`src/rtl/cpu_pkg.sv`:
```
// Shared CPU definitions: access-size encodings, LSU state, bus payload types.
package cpu_pkg;

   localparam logic [1:0] SZ_BYTE = 2'b00;
   localparam logic [1:0] SZ_HALF = 2'b01;
   localparam logic [1:0] SZ_WORD = 2'b10;

   localparam int unsigned LSU_TIMEOUT_DEFAULT = 255;
   localparam int unsigned LSU_CNT_W           = 8;
   localparam int unsigned XLEN                = 32;

   typedef enum logic [1:0] {
      LSU_IDLE = 2'd0,
      LSU_REQ  = 2'd1,
      LSU_DONE = 2'd2
   } lsu_state_e;

   // Registered bus payload held stable for the whole REQ phase
   typedef struct packed {
      logic            we;
      logic [XLEN-1:0] addr;
      logic [3:0]      be;
      logic [XLEN-1:0] wdata;
   } lsu_bus_t;

   // Access attributes kept for load-data extraction at ack time
   typedef struct packed {
      logic [1:0] size;
      logic [1:0] addr_lo;
      logic       is_unsigned;
   } lsu_ctx_t;

endpackage

```
`src/rtl/lsu_align.sv`:
```
// Combinational lane logic shared by store and load paths: byte enables,
// store replication, misalign detection and load lane select/extension.
module lsu_align
   import cpu_pkg::*;
(
   input  logic [1:0]      size,
   input  logic [1:0]      addr_lo,
   input  logic            is_unsigned,
   input  logic [XLEN-1:0] wdata,
   input  logic [XLEN-1:0] rdata,
   output logic [3:0]      be,
   output logic [XLEN-1:0] wdata_rep,
   output logic            misalign,
   output logic [XLEN-1:0] rdata_ext
);

   logic [7:0]  byte_sel;
   logic [15:0] half_sel;

   assign byte_sel = rdata[{addr_lo, 3'b000} +: 8];
   assign half_sel = rdata[{addr_lo[1], 4'b0000} +: 16];

   always_comb begin
      be        = 4'b0000;
      wdata_rep = wdata;
      misalign  = 1'b0;
      rdata_ext = rdata;
      case (size)
         SZ_BYTE: begin
            be        = 4'b0001 << addr_lo;
            wdata_rep = {4{wdata[7:0]}};
            rdata_ext = is_unsigned ? {24'h000000, byte_sel}
                                    : {{24{byte_sel[7]}}, byte_sel};
         end
         SZ_HALF: begin
            be        = 4'b0011 << addr_lo;
            wdata_rep = {2{wdata[15:0]}};
            misalign  = addr_lo[0];
            rdata_ext = is_unsigned ? {16'h0000, half_sel}
                                    : {{16{half_sel[15]}}, half_sel};
         end
         SZ_WORD: begin
            be        = 4'b1111;
            misalign  = (addr_lo != 2'b00);
         end
         default: ;
      endcase
   end

endmodule

```
`src/rtl/load_store_unit.sv`:
```
// Memory-access stage: req/ack data-bus master with timeout, stalling the
// CPU until the access retires and returning extended load data.
module load_store_unit
   import cpu_pkg::*;
#(
   parameter int unsigned TIMEOUT_CYCLES = LSU_TIMEOUT_DEFAULT
) (
   input  logic        clk_i,
   input  logic        rst_i,
   input  logic        mem_read_i,
   input  logic        mem_write_i,
   input  logic [1:0]  size_i,
   input  logic        unsigned_i,
   input  logic [31:0] addr_i,
   input  logic [31:0] wdata_i,
   output logic [31:0] rdata_o,
   output logic        stall_o,
   output logic        err_o,
   output logic        bus_req_o,
   output logic        bus_we_o,
   output logic [31:0] bus_addr_o,
   output logic [3:0]  bus_be_o,
   output logic [31:0] bus_wdata_o,
   input  logic        bus_ack_i,
   input  logic [31:0] bus_rdata_i
);

   localparam logic [LSU_CNT_W-1:0] CNT_LAST = LSU_CNT_W'(TIMEOUT_CYCLES - 1);
   localparam logic [LSU_CNT_W-1:0] CNT_ONE  = LSU_CNT_W'(1);

   lsu_state_e           state_q, state_d;
   lsu_bus_t             bus_q, bus_d;
   lsu_ctx_t             ctx_q, ctx_d;
   logic                 req_q, req_d;
   logic                 err_q, err_d;
   logic [XLEN-1:0]      rdata_q, rdata_d;
   logic [LSU_CNT_W-1:0] cnt_q, cnt_d;

   logic                 in_idle;
   logic [1:0]           al_size;
   logic [1:0]           al_addr_lo;
   logic                 al_uns;
   logic [3:0]           al_be;
   logic [XLEN-1:0]      al_wdata;
   logic [XLEN-1:0]      al_rdata;
   logic                 al_misalign;
   logic                 access;
   logic                 valid;
   logic                 stall_c;

   // Align logic sees live inputs while accepting, latched attributes during REQ
   assign in_idle    = (state_q == LSU_IDLE);
   assign al_size    = in_idle ? size_i     : ctx_q.size;
   assign al_addr_lo = in_idle ? addr_i[1:0] : ctx_q.addr_lo;
   assign al_uns     = in_idle ? unsigned_i : ctx_q.is_unsigned;

   lsu_align u_align (
      .size        (al_size),
      .addr_lo     (al_addr_lo),
      .is_unsigned (al_uns),
      .wdata       (wdata_i),
      .rdata       (bus_rdata_i),
      .be          (al_be),
      .wdata_rep   (al_wdata),
      .misalign    (al_misalign),
      .rdata_ext   (al_rdata)
   );

   assign access = mem_read_i | mem_write_i;
   assign valid  = (mem_read_i ^ mem_write_i) & (size_i != 2'b11) & ~al_misalign;

   always_comb begin
      state_d = state_q;
      bus_d   = bus_q;
      ctx_d   = ctx_q;
      req_d   = req_q;
      err_d   = 1'b0;
      rdata_d = rdata_q;
      cnt_d   = cnt_q;
      stall_c = 1'b0;
      case (state_q)
         LSU_IDLE: begin
            if (access && valid) begin
               stall_c        = 1'b1;
               state_d        = LSU_REQ;
               req_d          = 1'b1;
               bus_d.we       = mem_write_i;
               bus_d.addr     = {addr_i[31:2], 2'b00};
               bus_d.be       = al_be;
               bus_d.wdata    = al_wdata;
               ctx_d.size        = size_i;
               ctx_d.addr_lo     = addr_i[1:0];
               ctx_d.is_unsigned = unsigned_i;
               cnt_d          = '0;
            end else if (access) begin
               err_d = 1'b1;
            end
         end
         LSU_REQ: begin
            stall_c = 1'b1;
            if (bus_ack_i) begin
               rdata_d = al_rdata;
               req_d   = 1'b0;
               state_d = LSU_DONE;
            end else if (cnt_q == CNT_LAST) begin
               rdata_d = '0;
               err_d   = 1'b1;
               req_d   = 1'b0;
               state_d = LSU_DONE;
            end else begin
               cnt_d = cnt_q + CNT_ONE;
            end
         end
         LSU_DONE: state_d = LSU_IDLE;
         default:  state_d = LSU_IDLE;
      endcase
   end

   always_ff @(posedge clk_i) begin
      if (rst_i) begin
         state_q <= LSU_IDLE;
         bus_q   <= '0;
         ctx_q   <= '0;
         req_q   <= 1'b0;
         err_q   <= 1'b0;
         rdata_q <= '0;
         cnt_q   <= '0;
      end else begin
         state_q <= state_d;
         bus_q   <= bus_d;
         ctx_q   <= ctx_d;
         req_q   <= req_d;
         err_q   <= err_d;
         rdata_q <= rdata_d;
         cnt_q   <= cnt_d;
      end
   end

   assign stall_o     = stall_c;
   assign err_o       = err_q;
   assign rdata_o     = rdata_q;
   assign bus_req_o   = req_q;
   assign bus_we_o    = bus_q.we;
   assign bus_addr_o  = bus_q.addr;
   assign bus_be_o    = bus_q.be;
   assign bus_wdata_o = bus_q.wdata;

endmodule

```
`config.mk`:
```
export PLATFORM = sky130hd
export DESIGN_NAME = load_store_unit
export DESIGN_NICKNAME = d
export VERILOG_FILES = /design/src/rtl/cpu_pkg.sv /design/src/rtl/lsu_align.sv /design/src/rtl/load_store_unit.sv
export SDC_FILE = /design/constraint.sdc
export NUM_CORES = 1
export LEC_CHECK = 0
export CAP_MARGIN = 20
export CORE_ASPECT_RATIO = 0.7
export CORE_MARGIN = 4
export CORE_UTILIZATION = 46
export CTS_BUF_LIST = sky130_fd_sc_hd__clkbuf_4 sky130_fd_sc_hd__clkbuf_8
export DETAILED_ROUTE_END_ITERATION = 8
export GPL_ROUTABILITY_DRIVEN = 0
export PLACE_DENSITY = 0.83
export SLEW_MARGIN = 20
export SYNTH_ARGS = -nofsm -noshare
export SYNTH_HDL_FRONTEND = slang
export SYNTH_SLANG_ARGS = --single-unit
```
`constraint.sdc`:
```
create_clock -name clk_i -period 4.5 [get_ports clk_i]
set_input_delay 1.125 -clock clk_i [delete_from_list [all_inputs] [get_ports clk_i]]
set_output_delay 1.125 -clock clk_i [all_outputs]
set_load 0.02 [all_outputs]
```
==> qor.yml, run 1 <==
sta:
  hold_viol_final: 0
  worst_slew_pin_slew_ns: 0.9722
  finalSetupViolations: 0
  fin_worst_skew_ns: 0.01665
  tns_ns: 0
  finalMaxSlewViolations: 0
  rsz0062_at_grt: "no"
  fmax_mhz: 233.4
  fin_crit_sh: 0.9522
  period_minus_slack_ns: 4.285
  max_slew_margin: 0.3519
synth:
  synth_compound_area_frac: 0.2928
  synth_xor_area_frac: 0.001617
  syn_area_per_cell_um2: 8.062
  seq_area_frac_synth: 0.4286
  ys_seq_elements: 116
  synth_edf_count: 0
  async_flop_share: 0
  ys.flop_type: "dfxtp_1"
  synth_top_family_by_area: "compound AO/OA/AOI/OAI gates"
  synth_area_mm2: 0.005418
  synthTopCellsByArea: "dfxtp_1 (43%), nand2_1 (11%), a21oi_1 (8.0%)"
  synth_fa_ha_area_frac: 0.01386
  synth_top_area_frac: 0.4286
  synthMuxAreaShare: 0.01801
  yosys.area_share.simple: 0.1852
  yosysWarnings: 0
  syn_inst: 672
  ys_types: 59
  synth_top_cell_by_area: "dfxtp_1"
power:
  combPwrFrac: 0.283
  power_frac_seq: 0.399
  peakVddDrop_mv: 0.1990
  leakage_nw: 2.733
  pwr-share-clk: 0.318
  p_sw_frac: 0.3337
  p_per_area_mw_per_mm2: 366.4
  p_int_mw: 1.934
  p_switching_uw: 968.7
run:
  maxCapViolCount: 0
finish:
  area_growth_pct: 46.26
  fin_nets: 970
  final_cell_area_mm2: 0.007924
  drive_above_1_share: 0.08247
  fill_cells: 837
  diodes: 0
cts:
  cts_buffer_depth: 2
  hold_buffers: 0
  cts_resized: 1
  cts_tree: "yes"
  root_buffer: "clkbuf_8"
  cts_buffers: 17
  htreeDepth: 4
  clock_latency_ns: 0.45
  post-cts-setup-buffers: 0
  path_clk_slew_ns: 0.07
  cts_num_sinks: 116
critical_path:
  critical_path_class: "in2out"
  cp_data_required_time_ns: 3.38
  critPathTopFamily: "buffers and inverters"
  cp_max_fo: 3
  cp-end-kind: "primary output"
  critPathBufInv: 3
  reg2reg_slack_ns: 1.03
  crit_path_max_incr_delay_ns: 0.45
  setup.worst_path.start_class: "input pin"
  slowest_stage: "clkdlybuf4s50_1"
  arrival_ns: 3.16
  cp_cell_sequence: "clkdlybuf4s50_1, mux2i_1, inv_1, ha_1, nor2b_1, o311ai_4, o211ai_1, nand2_1, dlygate4sd2_1"
route:
  dr_wl_met2_mm: 8.819
  maxUsedRoutingLayer: "met4"
  routed_wl_mm: 18.49
  wire_per_inst_um: 18.02
  drt-met1-wl_mm: 7.182
  dr.pass1.iters: 7
  num_vias: 5961
  drc: 0
  met3_length_mm: 2.131
  ant_nets: 0
  drtIter0Drc: 562
  via_per_inst: 5.810
floorplanning:
  core-area_mm2: 0.01125
  io_pins: 208
  core.rowCount: 32
  dieArea_mm2: 0.01361
  die_h_um: 98.80
  die_w_um: 137.7
  start_util: 0.4815
grt:
  grt_pass1_wl_mm: 29.13
  grt_pass1_vias: 5790
  grt_usage: 0.2674
  overflow: 0
  grt_max_degree: 66
  antenna_found_initial: 0
place:
  port_buffers: 205
  place_area_mm2: 0.007550
  detailed_place_hpwl_mm: 13.50
run_status:
  status: "finished, final reports clean"
min_path:
  worstHoldPathType: "reg2reg"
## final timing paths
path,start,to,cells past startpoint
min,bus_wdata_o[24]$_SDFFE_PP0P_,bus_wdata_o[24]$_SDFFE_PP0P_,2
max,size_i[0],stall_o,9
max reg2reg,state_q[1]$_SDFFE_PP0P_,rdata_o[0]$_SDFFE_PP0P_,8
min reg2reg,bus_wdata_o[24]$_SDFFE_PP0P_,bus_wdata_o[24]$_SDFFE_PP0P_,2
## cell usage in the layout (no fill, tap or decap), drive strengths merged, types with 3 or more instances in the layout
cell	synthesis	routed
clkdlybuf4s50	0	203
nand2	154	154
dfxtp	116	116
a21oi	87	87
o21ai	49	49
nand3	24	24
o211ai	23	23
nor2	22	22
clkbuf	30	20
buf	24	18
a221o	14	14
inv	12	13
a311oi	11	11
a31oi	10	10
a221oi	8	8
a22oi	8	8
mux2	6	6
a22o	6	6
ha	6	6
clkinv	0	6
nor3	4	4
a211oi	4	4
and3	4	4
o32ai	4	4
clkinvlp	0	4
nand4	3	3
a21boi	3	3
mux2i	3	3
or3b	3	3
or4	3	3
o31ai	3	3
## flip-flops by register name, indices dropped and copies added, names as in the netlist
name,count
bus_be_o,4
bus_addr_o,30
bus_req_o,1
bus_wdata_o,32
err_o,1
bus_we_o,1
state_q,2
cnt_q,8
ctx_q,5
rdata_o,32
## cells in the mapped netlist, drive strengths merged, types with 8 or more instances
cell type	number
a21oi	87
a221o	14
a221oi	8
a22oi	8
a311oi	11
a31oi	10
buf	24
clkbuf	30
dfxtp	116
inv	12
nand2	154
nand3	24
nor2	22
o211ai	23
o21ai	49
## through the flow
step | total power [mW] | utilization | std cells | hold slack (ns) | setup slack, ns
floorplan | 1.632 | - | 673 | 0.4357 | 0.5243
global placement | 1.970 | 0.6710 | 994 | 0.4365 | 0.05347
detailed placement | 1.992 | 0.6710 | 994 | 0.4492 | -0.006450
CTS | 2.900 | 0.7043 | 1026 | 0.4570 | 0.2091
global route | 3.029 | 0.7043 | 1026 | 0.4786 | 0.09961
finish | 2.903 | 0.7043 | 1026 | 0.4538 | 0.2149
## power by group through the flow
| stage | Sequential [mW] | Combinational (mW) | Clock [mW] |
|---|---|---|---|
| after global placement | 1.18 | 0.795 | 0 |
| after detailed placement | 1.18 | 0.813 | 0 |
| final | 1.16 | 0.823 | 0.922 |
| after CTS | 1.16 | 0.815 | 0.928 |
| after floorplan | 1.25 | 0.377 | 0 |
| after global routing | 1.17 | 0.887 | 0.975 |
## layout make-up
type / count / area, um^2 / area share
clock buffers: 20 / 269.0 / 0.03395
multi-input cells: 491 / 2804 / 0.3539
repair buffers: 222 / 2186 / 0.2759
clock inverters: 12 / 106.4 / 0.01342
inverters: 12 / 45.04 / 0.005685
flip-flops and latches: 116 / 2322 / 0.2931
well taps: 153 / 191.4 / 0.02416
## logic make-up after synthesis
logic type | count (synthesis)
buffers and inverters | 66
other | 1
muxes | 9
xor gates and xnor gates | 1
DFF | 116
adders and majority gates | 6
and+or+nand+nor | 231
AOI/OAI and AO/OA | 242
## tightest hold or removal path, stage by stage, from the launching register on
cell,delay (ns)
dfxtp_1,0.31
nand2_1,0.05
a21oi_1,0.05
## metal layers
| metal | GRT usage | vias up |
|---|---|---|
| met3 | 0.09133 | 39 |
| met4 | 0.09643 | 0 |
| met1 | 0.3362 | 2784 |
| met2 | 0.4269 | 334 |
| met5 | 0 | - |
| li1 | - | 2804 |
Power figures use the tool's default switching activity.
==> run 2: changes to the inputs <==
--- a/config.mk
+++ b/config.mk
@@ -6,13 +6,15 @@
 export NUM_CORES = 1
 export LEC_CHECK = 0
 export CAP_MARGIN = 20
+export CELL_PAD_IN_SITES_DETAIL_PLACEMENT = 0
+export CELL_PAD_IN_SITES_GLOBAL_PLACEMENT = 1
 export CORE_ASPECT_RATIO = 0.7
 export CORE_MARGIN = 4
-export CORE_UTILIZATION = 46
+export CORE_UTILIZATION = 32
 export CTS_BUF_LIST = sky130_fd_sc_hd__clkbuf_4 sky130_fd_sc_hd__clkbuf_8
 export DETAILED_ROUTE_END_ITERATION = 8
 export GPL_ROUTABILITY_DRIVEN = 0
-export PLACE_DENSITY = 0.83
+export PLACE_DENSITY_LB_ADDON = 0.1
 export SLEW_MARGIN = 20
 export SYNTH_ARGS = -nofsm -noshare
 export SYNTH_HDL_FRONTEND = slang
==> run 2 against run 1 <==
Against the previous run: first-iteration DRC count fell by 20%; count of clock-buffer cells in the layout rose by 3; non-clock buffer count up 5; register-to-register slack better by 0.33 ns; cell count rose by 7.5%; die area up 40%; combinational power up 1%; global-route usage down 6.9 points; cell area grew 2.3%; critical path type unchanged.
==> qor.yml, run 2 (same netlist as run 1, synthesis figures left out) <==
grt:
  grt_pass1_vias: 5593  # was 5790
  grt_pass1_wl_mm: 29.84  # was 29.13 mm
  overflow: 0  # unchanged
  grt_usage: 0.1979  # was 0.2674
  antenna_found_initial: 0  # unchanged
  grt_max_degree: 61  # was 66
route:
  num_vias: 5789  # was 5961
  drc: 0  # unchanged
  via_per_inst: 5.248  # was 5.810
  ant_nets: 0  # unchanged
  routed_wl_mm: 19.52  # was 18.49 mm
  dr.pass1.iters: 5  # was 7
  drtIter0Drc: 451  # was 562
  wire_per_inst_um: 17.70  # was 18.02 um
critical_path:
  setup.worst_path.start_class: "input pin"  # unchanged
  reg2reg_slack_ns: 1.36  # was 1.03 ns
  r2r_end: "rdata_o[14]$_SDFFE_PP0P_"  # was rdata_o[0]$_SDFFE_PP0P_
  arrival_ns: 2.98  # was 3.16 ns
  cp_cell_sequence: "clkdlybuf4s50_1, mux2i_1, inv_1, ha_1, nor2b_1, o311ai_4, o211ai_1, nand2_1, dlymetal6s2s_1"  # was clkdlybuf4s50_1, mux2i_1, inv_1, ha_1, nor2b_1, o311ai_4, o211ai_1, nand2_1, dlygate4sd2_1
  crit_path_max_incr_delay_ns: 0.44  # was 0.45 ns
  timing.rr.start: "state_q[0]$_SDFFE_PP0P_"  # was state_q[1]$_SDFFE_PP0P_
  critical_path_class: "in2out"  # unchanged
  critPathTopFamily: "buffers and inverters"  # unchanged
  cp_data_required_time_ns: 3.38  # about the same
  crit_cells: 9  # unchanged
  slowest_stage: "clkdlybuf4s50_1"  # unchanged
  cp_max_fo: 3  # unchanged
  critPathBufInv: 3  # unchanged
  cp-end-kind: "primary output"  # unchanged
  reg2reg_depth: 8  # unchanged
sta:
  tns_ns: 0  # unchanged
  rsz0062_at_grt: "no"  # unchanged
  finalMaxSlewViolations: 0  # unchanged
  fin_worst_skew_ns: 0.01188  # was 0.01665 ns
  fin_ws_ns: 0.3936  # was 0.2149 ns
  finalSetupViolations: 0  # unchanged
  worst_slew_pin_slew_ns: 0.8733  # was 0.9722 ns
  holdWs_ns: 0.4556  # was 0.4538 ns
  max_slew_margin: 0.4150  # was 0.3519
  period_minus_slack_ns: 4.106  # was 4.285 ns
  fin_crit_sh: 0.9125  # was 0.9522
  fmax_mhz: 243.5  # was 233.4 MHz
  hold_viol_final: 0  # unchanged
place:
  detailed_place_hpwl_mm: 14.08  # was 13.50 mm
  port_buffers: 205  # unchanged
  dp_slack_ns: 0.02765  # was -0.006450 ns
  place_inst: 1071  # was 994
power:
  leakage_nw: 2.808  # was 2.733 nW
  p_sw_frac: 0.3148  # was 0.3337
  p_per_area_mw_per_mm2: 372.7  # was 366.4 mW/mm^2
  p_switching_uw: 951.2  # was 968.7 uW
  combPwrFrac: 0.276  # was 0.283
  p_int_mw: 2.070  # was 1.934 mW
  pwr-share-clk: 0.341  # was 0.318
  peakVddDrop_mv: 0.1641  # was 0.1990 mV
  power_frac_seq: 0.383  # was 0.399
floorplanning:
  io_pins: 208  # unchanged
  core-area_mm2: 0.01644  # was 0.01125 mm^2
  die_w_um: 163.5  # was 137.7 um
  core.rowCount: 39  # was 32
  start_util: 0.3295  # was 0.4815
  dieArea_mm2: 0.01911  # was 0.01361 mm^2
  die_h_um: 116.9  # was 98.80 um
min_path:
  worstHoldPathType: "reg2reg"  # unchanged
  hp-start: "bus_be_o[2]$_SDFFE_PP0P_"  # was bus_wdata_o[24]$_SDFFE_PP0P_
  hold_depth: 2  # unchanged
  min_to: "bus_be_o[2]$_SDFFE_PP0P_"  # was bus_wdata_o[24]$_SDFFE_PP0P_
finish:
  layout_commonest_cell: "clkdlybuf4s50_1"  # unchanged
  diodes: 0  # unchanged
  area_growth_pct: 49.65  # was 46.26%
  layout_common_cells: "clkdlybuf4s50_1 (203), nand2_1 (154), dfxtp_1 (116)"  # unchanged
  drive_above_1_share: 0.08884  # was 0.08247
  final_util: 0.4930  # was 0.7043
  fin_nets: 975  # was 970
  stdcell_count: 1103  # was 1026
cts:
  clock_latency_ns: 0.44  # was 0.45 ns
  cts_num_sinks: 116  # unchanged
  post-cts-setup-buffers: 0  # unchanged
  htreeDepth: 4  # unchanged
  path_clk_slew_ns: 0.07  # about the same
  cts_buffer_depth: 2  # unchanged
  cts_tree: "yes"  # unchanged
  root_buffer: "clkbuf_8"  # unchanged
  cts_buffers: 17  # unchanged
run_status:
  status: "finished, final reports clean"  # unchanged
run:
  maxCapViolCount: 0  # unchanged
[run 2: cell types whose count changed in the layout (fill, tap and decap cells not counted), moves of 2 or more]
cell / change
clkbuf_4: +3
buf_4: +7
clkinvlp_4: -4
bufinv_16: +2
[run 2: timing repair]
item | 4_1_cts | 5_1_grt
hold buffers | 0 | 0
resized for setup | 0 | 2
endpoints found under the setup margin | 0 | 1
[run 2: worst reg2reg max path, delay by kind of cell (launching register included)]
kind	cells	cell delay, ns
multiplexers	1	0.28
adder cells (fa/ha/maj)	1	0.45
flip-flops	1	0.48
AO/OA/AOI/OAI	3	1.17
AND/OR/NAND/NOR	1	0.35
buffers and inverters	2	0.33
[run 2: power groups by stage]
| stage | logic (mW) | clock network (mW) | registers [mW] |
|---|---|---|---|
| 2_1_floorplan | 0.377 | 0 | 1.25 |
| 3_3_place_gp | 0.825 | 0 | 1.18 |
| 3_5_place_dp | 0.832 | 0 | 1.18 |
| 4_1_cts | 0.836 | 1.06 | 1.16 |
| 5_1_grt | 0.904 | 1.11 | 1.17 |
| 6_report | 0.834 | 1.03 | 1.16 |
[run 2: worst max-delay path by stage]
stage / slack [ns] / from / to
4_1_cts: 0.02 / size_i[0] / stall_o
6_report: 0.39 / size_i[0] / stall_o
3_5_place_dp: 0.03 / size_i[0] / stall_o
5_1_grt: 0.21 / size_i[0] / stall_o
3_3_place_gp: 0.06 / size_i[0] / stall_o
2_1_floorplan: 0.52 / size_i[1] / stall_o
[run 2: metrics by stage]
| step | power, mW | cell area, um^2 |
|---|---|---|
| after floorplan | 1.632 | 5421 |
| after global placement | 2.001 | 7672 |
| after detailed placement | 2.010 | 7672 |
| after CTS | 3.050 | 8092 |
| after global routing | 3.180 | 8108 |
| final | 3.021 | 8108 |
[run 2: per-layer routing]
layer  vias up  GRT usage  part of all wire
met5         -          0                 0
met4         0    0.05642             0.010
met3        12    0.06895             0.080
met2       199     0.2895              0.43
met1      2755     0.2772              0.48
li1       2823          -                 -
[run 2: final cells by class]
type | instances | area (um^2)
Fill cell | 1611 | 8337
Tap cell | 225 | 281.5
Multi-Input combinational cell | 491 | 2823
Timing Repair Buffer | 227 | 2217
Clock inverter | 9 | 127.6
Inverter | 12 | 45.04
Sequential cell | 116 | 2322
Clock buffer | 23 | 291.5
